==> src/rtl/sched_lanes_pkg.sv <==
// Shared types and constants for the four-lane receive scheduler.
// Lane indices are 2 bits so rotation arithmetic wraps 3 -> 0 for free.
package sched_lanes_pkg;

    localparam int NUM_LANES = 4;
    localparam int BYTE_W    = 8;

    typedef logic [1:0] lane_idx_t;

    function automatic lane_idx_t next_lane(input lane_idx_t cur);
        return cur + lane_idx_t'(1);
    endfunction

endpackage

==> src/rtl/sched_lanes_rx_lane_fifo.sv <==
// Per-lane byte FIFO with occupancy counter and sticky overflow flag.
// A push into a full FIFO is kept only when the same lane is popped that cycle.
module lane_fifo
    import sched_lanes_pkg::*;
#(
    parameter int DEPTH = 4
) (
    input  logic              clk_4f,
    input  logic              rst,
    input  logic              push,
    input  logic [BYTE_W-1:0] din,
    input  logic              pop,
    output logic [BYTE_W-1:0] dout,
    output logic              empty,
    output logic              full,
    output logic              overflow
);

    localparam int AW = $clog2(DEPTH);
    localparam int CW = AW + 1;
    localparam logic [CW-1:0] FULL_CNT = CW'(DEPTH);

    logic [BYTE_W-1:0] mem [DEPTH];
    logic [AW-1:0]     wr_ptr_reg;
    logic [AW-1:0]     rd_ptr_reg;
    logic [CW-1:0]     count_reg;
    logic              overflow_reg;

    logic do_pop;
    logic do_push;
    logic drop;

    assign empty    = (count_reg == '0);
    assign full     = (count_reg == FULL_CNT);
    assign dout     = mem[rd_ptr_reg];
    assign overflow = overflow_reg;

    assign do_pop  = pop && !empty;
    assign do_push = push && (!full || do_pop);
    assign drop    = push && full && !do_pop;

    // Storage is not reset; the pointers and count define what is valid.
    always_ff @(posedge clk_4f) begin
        if (do_push && !rst) begin
            mem[wr_ptr_reg] <= din;
        end
    end

    always_ff @(posedge clk_4f) begin
        if (rst) begin
            wr_ptr_reg   <= '0;
            rd_ptr_reg   <= '0;
            count_reg    <= '0;
            overflow_reg <= 1'b0;
        end else begin
            if (do_push) begin
                wr_ptr_reg <= wr_ptr_reg + 1'b1;
            end
            if (do_pop) begin
                rd_ptr_reg <= rd_ptr_reg + 1'b1;
            end
            if (do_push && !do_pop) begin
                count_reg <= count_reg + 1'b1;
            end else if (do_pop && !do_push) begin
                count_reg <= count_reg - 1'b1;
            end
            if (drop) begin
                overflow_reg <= 1'b1;
            end
        end
    end

endmodule

==> src/rtl/sched_lanes_rx.sv <==
// Four-lane receive scheduler: per-lane FIFOs merged into one byte stream.
// Strict 0->1->2->3 rotation by default; define RR_SKIP_EN for work-conserving round-robin.
module sched_lanes_rx
    import sched_lanes_pkg::*;
#(
    parameter int DEPTH = 4
) (
    input  logic              clk_4f,
    input  logic              rst,
    input  logic [BYTE_W-1:0] in0,
    input  logic [BYTE_W-1:0] in1,
    input  logic [BYTE_W-1:0] in2,
    input  logic [BYTE_W-1:0] in3,
    input  logic              val_in0,
    input  logic              val_in1,
    input  logic              val_in2,
    input  logic              val_in3,
    input  logic              ready,
    output logic [BYTE_W-1:0] data_out,
    output logic              valid_out,
    output logic [1:0]        lane_sel,
    output logic [3:0]        full,
    output logic [3:0]        overflow
);

    logic [BYTE_W-1:0]    lane_din  [NUM_LANES];
    logic [BYTE_W-1:0]    lane_dout [NUM_LANES];
    logic [NUM_LANES-1:0] lane_val;
    logic [NUM_LANES-1:0] lane_pop;
    logic [NUM_LANES-1:0] lane_empty;

    lane_idx_t         ptr_reg;
    logic [BYTE_W-1:0] data_out_reg;
    lane_idx_t         lane_sel_reg;
    logic              valid_out_reg;

    logic      load_en;
    logic      grant_valid;
    lane_idx_t grant_lane;

    assign lane_din[0] = in0;
    assign lane_din[1] = in1;
    assign lane_din[2] = in2;
    assign lane_din[3] = in3;
    assign lane_val    = {val_in3, val_in2, val_in1, val_in0};

    genvar gi;
    generate
        for (gi = 0; gi < NUM_LANES; gi++) begin : g_lane
            assign lane_pop[gi] = grant_valid && (grant_lane == lane_idx_t'(gi));

            lane_fifo #(
                .DEPTH (DEPTH)
            ) u_fifo (
                .clk_4f   (clk_4f),
                .rst      (rst),
                .push     (lane_val[gi]),
                .din      (lane_din[gi]),
                .pop      (lane_pop[gi]),
                .dout     (lane_dout[gi]),
                .empty    (lane_empty[gi]),
                .full     (full[gi]),
                .overflow (overflow[gi])
            );
        end
    endgenerate

    // A held byte that is not accepted freezes the output and blocks all pops.
    assign load_en = !valid_out_reg || ready;

    always_comb begin
        grant_valid = 1'b0;
        grant_lane  = ptr_reg;
`ifdef RR_SKIP_EN
        // Descending scan so the nearest non-empty lane after ptr wins last.
        for (int k = NUM_LANES - 1; k >= 0; k--) begin
            if (!lane_empty[ptr_reg + lane_idx_t'(k)]) begin
                grant_valid = load_en;
                grant_lane  = ptr_reg + lane_idx_t'(k);
            end
        end
`else
        grant_valid = load_en && !lane_empty[ptr_reg];
`endif
    end

    always_ff @(posedge clk_4f) begin
        if (rst) begin
            ptr_reg       <= '0;
            data_out_reg  <= '0;
            lane_sel_reg  <= '0;
            valid_out_reg <= 1'b0;
        end else if (grant_valid) begin
            data_out_reg  <= lane_dout[grant_lane];
            lane_sel_reg  <= grant_lane;
            valid_out_reg <= 1'b1;
            ptr_reg       <= next_lane(grant_lane);
        end else if (load_en) begin
            valid_out_reg <= 1'b0;
        end
    end

    assign data_out  = data_out_reg;
    assign lane_sel  = lane_sel_reg;
    assign valid_out = valid_out_reg;

endmodule

==> config.mk <==
export PLATFORM = sky130hd
export DESIGN_NAME = sched_lanes_rx
export DESIGN_NICKNAME = d
export VERILOG_FILES = /design/src/rtl/sched_lanes_pkg.sv /design/src/rtl/sched_lanes_rx_lane_fifo.sv /design/src/rtl/sched_lanes_rx.sv
export SDC_FILE = /design/constraint.sdc
export NUM_CORES = 1
export LEC_CHECK = 0
export BUFFER_PORTS_ARGS = -buffer_cell sky130_fd_sc_hd__buf_2
export CAP_MARGIN = 0
export CORE_ASPECT_RATIO = 0.9
export CORE_MARGIN = 3
export CORE_UTILIZATION = 50
export DETAILED_ROUTE_END_ITERATION = 10
export GPL_TIMING_DRIVEN = 0
export PLACE_DENSITY = 0.7
export SLEW_MARGIN = 0
export SYNTH_ARGS = -nofsm -noshare
export SYNTH_HDL_FRONTEND = slang
export SYNTH_SLANG_ARGS = --single-unit
==> constraint.sdc <==
create_clock -name clk_4f -period 3.5 [get_ports clk_4f]
set_input_delay 0.7 -clock clk_4f [delete_from_list [all_inputs] [get_ports clk_4f]]
set_output_delay 0.7 -clock clk_4f [all_outputs]
set_load 0.02 [all_outputs]
## Yosys cells after proc, flatten, opt, wreduce, memory -nomap -nowiden

Memories as Yosys holds them, arrays and structs flattened. A register that Yosys moved wholly into a read port is not among the register bits.
Index checks and enable logic that the tools add are counted.

- $add $sub $neg: 17
- Magnitude comparators: 2
- Eq/ne operators: 7
- Multiplexer cells: 31
- Bitwise gates (word level): 1
- Reduce and logical (&&, ||, !) cells: 67

Operator list:

| operator | count |
|---|---|
| $logic_and A1 B1 Y1 | 33 |
| $mux W3 | 8 |
| $logic_not A1 Y1 | 19 |
| $add A2 B1 Y2 const B | 9 |
| $bmux W8 S2 | 1 |
| $mux W2 | 8 |
| $mux W8 | 2 |
| $add A3 B1 Y3 const B | 4 |
| $eq A3 B3 Y1 const B | 4 |
| $logic_not A3 Y1 | 4 |
| $sub A3 B1 Y3 const B | 4 |
| $mux W1 | 11 |
| $reduce_bool A2 Y1 | 5 |
| $logic_or A1 B1 Y1 | 5 |
| $eq A2 B2 Y1 const B | 2 |
| $ge A3 B3 Y1 const B | 1 |
| $lt A2 B3 Y1 const B | 1 |
| $not A2 Y3 | 1 |
| $bmux W1 S2 | 1 |
| $eq A2 B1 Y1 const B | 1 |
| $logic_not A2 Y1 | 1 |

- Register bits after elaboration: 45
- Bits in writable memories: 128
- Output and inout bits: 19
- Logic and storage cells: 149
- Memories kept: 4

Memory list:

| name | words | width | rd ports | clocked after memory_dff | write ports | RTL line | RTL |
|---|---|---|---|---|---|---|---|
| g_lane[0].u_fifo.mem | 4 | 8 | 1 | 1 | 1 | sched_lanes_rx_lane_fifo.sv:23 | `logic [BYTE_W-1:0] mem [DEPTH];` |
| g_lane[1].u_fifo.mem | 4 | 8 | 1 | 1 | 1 | sched_lanes_rx_lane_fifo.sv:23 |  |
| g_lane[2].u_fifo.mem | 4 | 8 | 1 | 1 | 1 | sched_lanes_rx_lane_fifo.sv:23 |  |
| g_lane[3].u_fifo.mem | 4 | 8 | 1 | 1 | 1 | sched_lanes_rx_lane_fifo.sv:23 |  |

## Longest topological paths before layout

Gate-level depths: netlist (run 1).

- Depth in word-level cells: 13
- Depth in mapped cells: 13
- Depth with buffers taken out: 12

## By module

Synthesis (run 1) repeated with hierarchy kept, for this count alone.

- Cell total of the unflattened synthesis: 459
- Area, all modules: 7521.0 um2

Modules (own cells, without submodules):

| module | instances | cells each | area each (um2) | seq. area each (um2) |
|---|---|---|---|---|
| lane_fifo | 4 | 94 | 1672.9 | 1161.1 |
| sched_lanes_rx | 1 | 83 | 829.5 | 260.2 |

## Worst setup path after synthesis (run 1)

OpenSTA, ideal clock, no wires.

- Path kind: register to register
- From: reg ptr_reg[1], in the netlist grant_lane[1]
- To: reg g_lane[3].u_fifo.count_reg[2]
- Setup time: 0.070 ns
- Data arrival time: 2.565 ns
- Required time: 3.430 ns
- Setup slack: 0.864 ns
- Stages on the path, launching flop included: 11
- Path buffers: 1
- Period minus slack after synthesis: 2.636 ns
- Path through: dfxtp_1 > buf_2 > o41ai_4 > o32a_4 > o32ai_4 > ha_1 > inv_1 > fa_1 > xor2_1 > or3_1 > a21oi_1

- Cells in the longest elaborated chain, start to end: 11
- Elaborated cells between the ends (all ways): 15

Ends and longest elaborated chain:

| what | RTL line | RTL |
|---|---|---|
| start: declaration | sched_lanes_rx.sv:32 | `lane_idx_t ptr_reg;` |
| start signal: assignment | sched_lanes_rx.sv:97 | `ptr_reg <= next_lane(grant_lane);` |
| $bmux W1 S2 | sched_lanes_rx.sv:83 | `grant_valid = load_en && !lane_empty[ptr_reg];` |
| $mux W1 (not written as such) | sched_lanes_rx.sv:83 |  |
| $logic_not A1 Y1 | sched_lanes_rx.sv:83 |  |
| $logic_and A1 B1 Y1 | sched_lanes_rx.sv:83 |  |
| $logic_and A1 B1 Y1 (*) | sched_lanes_rx.sv:50 | `assign lane_pop[gi] = grant_valid && (grant_lane == lane_idx_t'(gi));` |
| $logic_and A1 B1 Y1 (*) | sched_lanes_rx_lane_fifo.sv:38 | `assign do_pop = pop && !empty;` |
| $logic_or A1 B1 Y1 | sched_lanes_rx_lane_fifo.sv:39 | `assign do_push = push && (!full \|\| do_pop);` |
| $logic_and A1 B1 Y1 | sched_lanes_rx_lane_fifo.sv:39 |  |
| $logic_not A1 Y1 | sched_lanes_rx_lane_fifo.sv:64 | `end else if (do_pop && !do_push) begin` |
| $logic_and A1 B1 Y1 | sched_lanes_rx_lane_fifo.sv:64 |  |
| $reduce_bool A2 Y1 (no line) | n/a |  |
| end signal: assignment | sched_lanes_rx_lane_fifo.sv:63 | `count_reg <= count_reg + 1'b1;` |
| end signal: assignment | sched_lanes_rx_lane_fifo.sv:65 | `count_reg <= count_reg - 1'b1;` |
| end: declaration | sched_lanes_rx_lane_fifo.sv:26 | `logic [CW-1:0] count_reg;` |

Every way passes the cells marked *; elsewhere a longest branch is shown, timed or not. The select of a mux whose other input is x is not followed.
A chain may end at the register's enable or synchronous reset.

## Final worst setup path (run 1)

- From: reg ptr_reg[0], in the netlist grant_lane[0]
- To: reg g_lane[1].u_fifo.count_reg[2]

- Cells in the longest elaborated chain, start to end: 11
- Elaborated cells between the ends (all ways): 15

Ends and longest elaborated chain:

| what | RTL line |
|---|---|
| $bmux W1 S2 | sched_lanes_rx.sv:83 |
| $mux W1 (not written as such) | sched_lanes_rx.sv:83 |
| $logic_not A1 Y1 | sched_lanes_rx.sv:83 |
| $logic_and A1 B1 Y1 | sched_lanes_rx.sv:83 |
| $logic_and A1 B1 Y1 (*) | sched_lanes_rx.sv:50 |
| $logic_and A1 B1 Y1 (*) | sched_lanes_rx_lane_fifo.sv:38 |
| $logic_or A1 B1 Y1 | sched_lanes_rx_lane_fifo.sv:39 |
| $logic_and A1 B1 Y1 | sched_lanes_rx_lane_fifo.sv:39 |
| $logic_not A1 Y1 | sched_lanes_rx_lane_fifo.sv:64 |
| $logic_and A1 B1 Y1 | sched_lanes_rx_lane_fifo.sv:64 |
| $reduce_bool A2 Y1 (no line) | n/a |
| end signal: assignment | sched_lanes_rx_lane_fifo.sv:63 |
| end signal: assignment | sched_lanes_rx_lane_fifo.sv:65 |
| end: declaration | sched_lanes_rx_lane_fifo.sv:26 |

Marks and branches as above.

==> reports/qor.csv, run 1 <==
metric;value;unit
grt_pass1_wl;22600;µm
synth_top_cell_area_share;50.8;%
synth.cell_area;7560;µm²
ios;58;
synthDistinctLibCells;45;
place_area;8110;µm²
portBuffers;57;
leakage;3.18;nW
area_delta_synth_final;15.0;%
drive_gt1_share;26.8;%
synth_area_leaders;edfxtp_1, dfxtp_1, mux4_2;
fmax;337;MHz
dp_hpwl;10200;µm
peakVddDrop;0.479;mV
cts_tree;done;
rsz0062_at_grt;false;
grtUsageTotal;18.5;%
yosys_register_bits;181;
place_ws;0.435;ns
rows;41;
synth_area_per_cell;15.5;µm²
firstDrtPassIters;5;
synth_edf_count;128;
clock_skew;0.00728;ns
synth_seq_area_share;64.9;%
setup_slack;0.531;ns
routabilityCongestion;0.837;
grt-ovfl-total;0;
antenna_left;0;
antenna_cells;0;
vias_per_cell;5.38;
setup_viol;0;
async_flop_share;0;%
die_area;16600;µm²
cpMaxStageDelayCell;nor4b_2;
dr_total_vias;4151;
powerDensity;737;nW/µm²
fin_area;8700;µm²
critPathTopFamily;simple AND/OR/NAND/NOR gates;
cts-root-buf;clkbuf_16;
start_util;52.4;%
clockBufferDepth;2;
grt_max_degree;17;
slew_violations;0;
htreeDepth;4;
synth_nets;554;
start_kind;register;
path_cells;buf_6 -> nor4b_2 -> o32ai_2 -> nand3_1 -> ha_1 -> inv_1 -> fa_1 -> xor2_1 -> or3_1 -> a21oi_1;
ctsHoldBuffers;0;
crit_path_max_fanout;10;
drt_iter0_drc;263;
outcome;complete, no violations;
wirelength;14300;µm
finalCritPeriodShare;84.8;%
yosysMostFrequentCell;edfxtp_1;
min_path_type;register to register;
cts_buffers;17;
hold_viol_final;0;
min_period;2.97;ns
ys.flop_type;edfxtp_1;
first_global_vias;4211;
max-slew-margin-rel;50.6;%
path_class;register to register;
yosys_warnings;0;
arrival;3.32;ns
synth_cells;487;
cp_num_buf_inv;2;
die_h;123;µm
cts.sinks;181;
cap_violations;0;
wl_per_cell;18.5;µm
drc;0;
chipWidth;136;µm
antenna_found_initial;0;
end_kind;register;
clkSlewWorstSetupHoldPaths;0.06;ns
synth_common_cells;edfxtp_1, dfxtp_1, nand2_1, nor2_1, mux4_2;
tightest_slew;0.738;ns
post_cts_buffers;0;
worstPathRequired;3.85;ns
core_area;14400;µm²
slowest_delay;0.46;ns
largest_reg_flops;128;
finalNetCount;634;
post_cts_resized;0;
insertion_delay;0.43;ns
yosysTopAreaCell;edfxtp_1;
-- per-layer routing --
layer / up-vias / part of all wire [%] / global-route usage (%)
met2: 115 / 48 / 29.2
li1: 1976 / - / -
met4: 0 / 1.7 / 6.93
met3: 20 / 5.2 / 4.75
met5: - / 0 / 0
met1: 2040 / 45 / 25.2
-- power by group --
| part | total (W) | internal [W] | switching [W] |
|---|---|---|---|
| sequential | 0.00278 | 0.00258 | 0.000198 |
| combinational | 0.00182 | 0.000761 | 0.00106 |
| clock | 0.00180 | 0.00105 | 0.000759 |
| total | 0.00641 | 0.00439 | 0.00202 |
-- final timing paths --
kind | start | end | slack [ns] | depth (start not counted)
setup / recovery | grant_lane[0] | g_lane[1].u_fifo.count_reg[2] | 0.53 | 10
hold / removal | data_out[7] | data_out[7] | 0.46 | 2
setup reg to reg | grant_lane[0] | g_lane[1].u_fifo.count_reg[2] | 0.53 | 10
hold reg to reg | data_out[7] | data_out[7] | 0.46 | 2
-- area by class of cell --
class                           instances  area (µm²)
Tap cell                              193         241
Buffer                                 29         154
Inverter                               18        70.1
Clock buffer                           19         433
Multi-Input combinational cell        259        2450
Timing Repair Buffer                   61         313
Sequential cell                       181        4900
Fill cell                            1087        5720
Clock inverter                         12         128
-- worst register-to-register path: cells and delay by family (launching register included) --
kind	cells	cell delay, ns
XOR/XNOR	1	0.16
flip-flops	1	0.39
buffers and inverters	2	0.26
adder cells (fa/ha/maj)	2	0.65
AO/OA/AOI/OAI	2	0.47
AND/OR/NAND/NOR	3	0.96
-- cells in the final DEF (no fill, tap or decap), types with 3 or more instances in the layout --
cell type and count:
edfxtp_1 128, buf_2 64, dfxtp_1 53, nand2_1 34, nor2_1 34, mux4_2 32, ha_1 24, a21oi_1 18
inv_1 17, clkbuf_16 17, a22oi_1 16, xor2_1 15, and2_1 11, clkbuf_1 11, buf_4 10, mux2i_1 8
nor3b_1 6, buf_1 5, xnor2_1 5, or3_1 5, nand3_1 4, nor2b_1 4, a31oi_1 4, o21ai_0 4
fa_1 4, nand2b_1 3, o31a_1 3, nand4_1 3, inv_6 3, clkinv_1 3
-- cells by family after synthesis --
kind of cell | Yosys count | synth area share, %
buf+inv | 47 | 2.96
compound gates | 54 | 6.04
simple gates | 116 | 7.98
mux | 41 | 10.8
flops | 181 | 64.9
fa+ha+maj | 28 | 5.03
xor+xnor | 20 | 2.32
-- through the flow --
| stage | TNS (ns) | hold WS (ns) | utilization, % | std cells | total power (W) |
|---|---|---|---|---|---|
| 2_1_floorplan | 0 | 0.438 | - | 487 | 0.00413 |
| 3_3_place_gp | -1.29 | 0.443 | 56.1 | 737 | 0.00456 |
| 3_5_place_dp | 0 | 0.451 | 56.3 | 739 | 0.00465 |
| 4_1_cts | 0 | 0.460 | 60.2 | 770 | 0.00646 |
| 5_1_grt | 0 | 0.471 | 60.3 | 772 | 0.00676 |
| 6_report | 0 | 0.458 | 60.3 | 772 | 0.00641 |
No activity file was read; power rests on OpenSTA's default activity.
==> run 2, diff against run 1 <==
Settings changed: ABC_AREA set to 1, PLACE_DENSITY 0.7 to 0.73.
Clock period 3.5 ns to 2.45 ns, I/O delays scaled along.
==> reports/qor.csv, run 2 <==
metric;value;unit;change
outcome;complete, no violations;;
grt-ovfl-total;0;;unchanged
firstDrtPassIters;6;;+1
hold_viol_final;0;;unchanged
largest_reg_flops;128;;unchanged
critPathTopFamily;compound AO/OA/AOI/OAI gates;;
setup_slack;0.0581;ns;-0.473 ns
whs;0.269;ns;-0.189 ns
yosysTopAreaCell;edfxtp_1;;
start_util;52.3;%;-0.096 points
dp_hpwl;11900;µm;+17%
cap_violations;0;;unchanged
wl_per_cell;17.2;µm;-7.4%
chipWidth;138;µm;+2.1%
synth_nets;775;;+40%
start_kind;register;;
drt_iter0_drc;370;;+41%
grt_pass1_wl;28100;µm;+24%
htreeDepth;4;;unchanged
grt_max_degree;17;;unchanged
vias_per_cell;5.46;;+1.5%
die_area;17300;µm²;+4.2%
async_flop_share;0;%;unchanged
portBuffers;57;;unchanged
ys.flop_type;edfxtp_1;;
clockBufferDepth;2;;unchanged
routabilityCongestion;0.830;;-0.85%
rows;42;;+2.4%
min_path_type;input pin to register;;
dr_total_vias;5574;;+34%
final_cell_mix;nor2_1, edfxtp_1, buf_2;;
synth_common_cells;nor2_1, edfxtp_1, o21ai_0;;
insertion_delay;0.43;ns;about the same
tightest_slew;0.692;ns;-0.0460 ns
yosys_warnings;0;;unchanged
antenna_left;0;;unchanged
finalNonFillerCells;1021;;+32%
area_delta_synth_final;18.9;%;
crit_path_max_fanout;6;;-4
yosys_register_bits;181;;unchanged
wirelength;17500;µm;+22%
synth_top_cell_area_share;48.7;%;-2.2 points
synth_edf_count;128;;unchanged
cts.sinks;181;;unchanged
finalCritPeriodShare;97.6;%;+13 points
slew_violations;0;;unchanged
fmax;418;MHz;+24%
path_cells;inv_2 -> buf_6 -> clkbuf_16 -> ha_1 -> a21boi_4 -> nand3_4 -> a21boi_4 -> ha_2 -> inv_2 -> fa_2 -> a21oi_2 -> o21ai_1 -> o21ai_1 -> a21oi_1;;
setup_viol;0;;unchanged
max-slew-margin-rel;53.5;%;+2.9 points
first_global_vias;5695;;+35%
synth_seq_area_share;62.1;%;-2.8 points
rsz0062_at_grt;true;;
cp_num_buf_inv;4;;+2
worstPathRequired;2.77;ns;-1.08 ns
ctsHoldBuffers;0;;unchanged
slowest_delay;0.37;ns;-0.09 ns
synthDistinctLibCells;32;;-29%
path_class;register to register;;
end_kind;register;;
drc;0;;unchanged
finalNetCount;876;;+38%
place_ws;-0.336;ns;-0.771 ns
dp.cells;963;;+30%
grtUsageTotal;20.6;%;+2.0 points
yosysMostFrequentCell;nor2_1;;
cts_tree;done;;
synth_cells;708;;+45%
synth_area_per_cell;11.2;µm²;-28%
leakage;3.61;nW;+14%
peakVddDrop;0.639;mV;+34%
cpMaxStageDelayCell;fa_2;;
clock_skew;0.00988;ns;+0.00260 ns
cts-root-buf;clkbuf_16;;
min_period;2.39;ns;-0.577 ns
powerDensity;1060;nW/µm²;+44%
die_h;125;µm;+2.1%
clkSlewWorstSetupHoldPaths;0.06;ns;about the same
synth.cell_area;7900;µm²;+4.4%
setup_tns;0;ns;unchanged
antenna_found_initial;0;;unchanged
core_area;15100;µm²;+4.6%
cts_buffers;17;;unchanged
ios;58;;unchanged
drive_gt1_share;27.9;%;+1.1 points
synth_area_leaders;edfxtp_1, dfxtp_1, nor2_1;;
arrival;2.71;ns;-0.61 ns
## run 2: changes by cell type in the layout (fill, tap and decap cells not counted), sizes merged, moves of 20 or more
cell and change:
inv +39, nor2 +113, o211ai +32, nand3 +34, mux4 -32, a21oi +20, buf +34, o21ai +89
## run 2: path summary, 6_finish.rpt
check	startpoint	end	slack (ns)	depth (start not counted)
worst min register to register	g_lane[1].u_fifo.overflow	g_lane[1].u_fifo.overflow	0.48	2
worst min-delay path	rst	lane_sel[0]	0.27	2
worst max-delay path	grant_lane[0]	g_lane[2].u_fifo.count_reg[2]	0.06	14
worst max register to register	grant_lane[0]	g_lane[2].u_fifo.count_reg[2]	0.06	14
## run 2: metrics by stage
| step | total power [W] | utilization [%] | cell area [µm²] |
|---|---|---|---|
| 4_1_cts | 0.00986 | 61.8 | 9320 |
| 2_1_floorplan | 0.00602 | - | 7960 |
| 5_1_grt | 0.0105 | 62.2 | 9390 |
| 3_3_place_gp | 0.00670 | 56.3 | 8490 |
| 3_5_place_dp | 0.00683 | 56.3 | 8490 |
| 6_report | 0.00997 | 62.2 | 9390 |
## run 2: cell families after synthesis
logic type	Yosys count	synth area share, %
flops	181	62.1
simple gates	222	13.9
buf+inv	96	5.53
fa+ha+maj	28	4.82
compound gates	175	13.0
xor+xnor	6	0.666
## run 2: what timing repair did
action                                  in CTS  in global routing
resized for setup                           19                 18
endpoints found under the hold margin        0                  0
buffers inserted                            21                  4
pin swaps                                   10                  7
endpoints found under the setup margin       7                  7
## run 2: worst register-to-register path: stages, from the launching register on
cell and delay (ns):
dfxtp_2 0.34, inv_2 0.06, buf_6 0.12, clkbuf_16 0.14
ha_1 0.14, a21boi_4 0.20, nand3_4 0.11, a21boi_4 0.15
ha_2 0.18, inv_2 0.05, fa_2 0.37, a21oi_2 0.13
o21ai_1 0.09, o21ai_1 0.12, a21oi_1 0.05
## run 2: area by class of cell
class	count	area, µm²
fill	1156	5690
sequential	181	4920
multi-input combinational	431	2630
clock buffer	26	584
timing repair buffer	82	485
buffer	37	262
tap	198	248
inverter	59	226
clock inverter	6	31.3
antenna	1	2.50
## run 2: layer usage
layer  up-vias  track usage [%]  wire length [µm]
met5         -                0                 0
met4         0             7.03               371
met3        35             5.35              1120
met2       189             35.4              8900
met1      2692             25.4              7130
li1       2658                -                 -
## run 2: power by group
part / total (W) / internal (W) / switching, W
Sequential: 0.00392 / 0.00366 / 0.000256
Clock: 0.00274 / 0.00164 / 0.00110
Combinational: 0.00331 / 0.00130 / 0.00201
Total: 0.00997 / 0.00661 / 0.00336
==> run 3, diff against run 2 <==
Settings changed: ABC_AREA 1 to unset.
==> reports/qor.csv, run 3 (synthesis results as in run 1) <==
metric;value;unit;change
min_from;in2[7];;
die_area;16600;µm²;-4.1%
firstDrtPassIters;4;;-2
largest_reg_flops;128;;unchanged
ios;58;;unchanged
cts_tree;done;;
final_common_cell;edfxtp_1;;
r2r-end;g_lane[3].u_fifo.count_reg[2];;
critPathTopFamily;compound AO/OA/AOI/OAI gates;;
cts_buffers;17;;unchanged
die_h;123;µm;-2.0%
fmax;386;MHz;-7.7%
leakage;3.37;nW;-6.8%
grt_max_degree;17;;unchanged
insertion_delay;0.43;ns;about the same
first_global_vias;4473;;-21%
hold_viol_final;0;;unchanged
peakVddDrop;0.748;mV;+17%
rows;41;;-2.4%
drive_gt1_share;38.8;%;+11 points
portBuffers;57;;unchanged
finalNetCount;668;;-24%
cp_num_buf_inv;3;;-1
core_area;14400;µm²;-4.4%
cts-root-buf;clkbuf_16;;
setup_slack;-0.141;ns;-0.199 ns
clockBufferDepth;2;;unchanged
antenna_left;0;;unchanged
clock_skew;0.00791;ns;-0.00197 ns
whs_endpoint;g_lane[2].u_fifo.mem[3][7];;
vias_per_cell;5.43;;-0.47%
routabilityCongestion;0.829;;-0.13%
grtUsageTotal;19.8;%;-0.78 points
area_delta_synth_final;21.6;%;
min_path_type;input pin to register;;
cpMaxStageDelayCell;dfxtp_4;;
r2r-start;grant_lane[0];;
max-slew-margin-rel;39.7;%;-14 points
worst_r2r_path_depth;11;;-3
antenna_cells;0;;-1
outcome;finished, violations left;;
power;0.00994;W;-0.31%
wirelength;15600;µm;-11%
worstPathRequired;2.80;ns;+0.03 ns
reg2reg_slack;-0.14;ns;-0.20 ns
crit_path_max_fanout;5;;-1
slew_violations;0;;unchanged
finalCritPeriodShare;106;%;+8.1 points
clkSlewWorstSetupHoldPaths;0.06;ns;about the same
path_cells;buf_8 -> nor4b_4 -> buf_4 -> o32a_4 -> o32ai_4 -> ha_4 -> inv_2 -> fa_2 -> xor2_1 -> or3_1 -> a21oi_1;;
powerDensity;1080;nW/µm²;+1.8%
grt_pass1_wl;24200;µm;-14%
holdPathStages;1;;-1
drc;0;;unchanged
chipWidth;136;µm;-2.1%
start_kind;register;;
htreeDepth;4;;unchanged
dp.cells;739;;-23%
dr_total_vias;4385;;-21%
path_class;register to register;;
tightest_slew;0.902;ns;+0.210 ns
min_period;2.59;ns;+0.199 ns
setup_viol;7;;+7
start_util;52.4;%;+0.096 points
wl_per_cell;19.3;µm;+13%
rsz0062_at_grt;true;;
arrival;2.94;ns;+0.23 ns
antenna_found_initial;0;;unchanged
end_kind;register;;
dp_hpwl;10300;µm;-13%
violations;negative setup slack;;
cap_violations;0;;unchanged
slowest_delay;0.36;ns;about the same
drt_iter0_drc;395;;+6.8%
final_cell_mix;edfxtp_1, buf_2, dfxtp_1;;
cts.sinks;181;;unchanged
grt-ovfl-total;0;;unchanged
finalNonFillerCells;807;;-21%
run 3: changes by cell type in the layout (fill, tap and decap cells not counted), sizes merged, moves of 9 or more:
cell	delta
mux4	+32
a21oi	-20
and2	+11
a22oi	+16
nor2	-113
inv	-41
o21ai	-89
xor2	+9
nand3	-34
o211ai	-32
run 3: metal layers:
metal / routed length [µm] / up-vias / track usage (%)
met3: 822 / 19 / 5.45
met5: 0 / - / 0
met4: 242 / 0 / 6.55
li1: - / 2045 / -
met2: 7730 / 128 / 31.2
met1: 6800 / 2193 / 27.0
run 3: timing repair:
item	CTS	global route
setup endpoints to repair	117	129
resized for setup	27	20
hold buffers	0	0
buffers inserted	22	14
pin swaps	14	15
run 3: through the flow:
stage,setup slack (ns),utilization (%),hold WS (ns),TNS [ns],instance area [µm²]
after floorplan,-0.0153,-,0.438,-0.0169,7620
after global placement,-0.865,56.5,0.442,-28.01,8150
after detailed placement,-0.506,56.7,0.447,-19.36,8180
after CTS,-0.144,62.5,0.254,-0.972,9010
after global routing,-0.247,63.8,0.256,-5.11,9190
final,-0.141,63.8,0.273,-0.419,9190
run 3: worst max-delay path by stage:
stage | start | endpoint | slack [ns] | depth (start not counted)
floorplan | grant_lane[0] | g_lane[3].u_fifo.count_reg[2] | -0.02 | 10
global placement | ready | g_lane[2].u_fifo.mem[0][4] | -0.87 | 5
detailed placement | grant_lane[0] | g_lane[0].u_fifo.mem[0][2] | -0.51 | 7
CTS | grant_lane[0] | g_lane[3].u_fifo.count_reg[2] | -0.14 | 11
global route | grant_lane[0] | g_lane[3].u_fifo.count_reg[2] | -0.25 | 11
finish | grant_lane[0] | g_lane[3].u_fifo.count_reg[2] | -0.14 | 11
run 3: report_power, final:
group          switching [W]  leakage, nW  internal, W
clock network        0.00113        0.262      0.00152
logic                0.00175         1.51      0.00152
registers           0.000315         1.60      0.00370
total                0.00320         3.37      0.00674
run 3: layout make-up:
class,count,area (µm²)
multi-input combinational,259,2650
timing repair buffer,95,574
buffer,29,164
tap,193,241
fill,1028,5220
sequential,181,4920
clock inverter,12,129
clock buffer,20,447
inverter,18,70.1
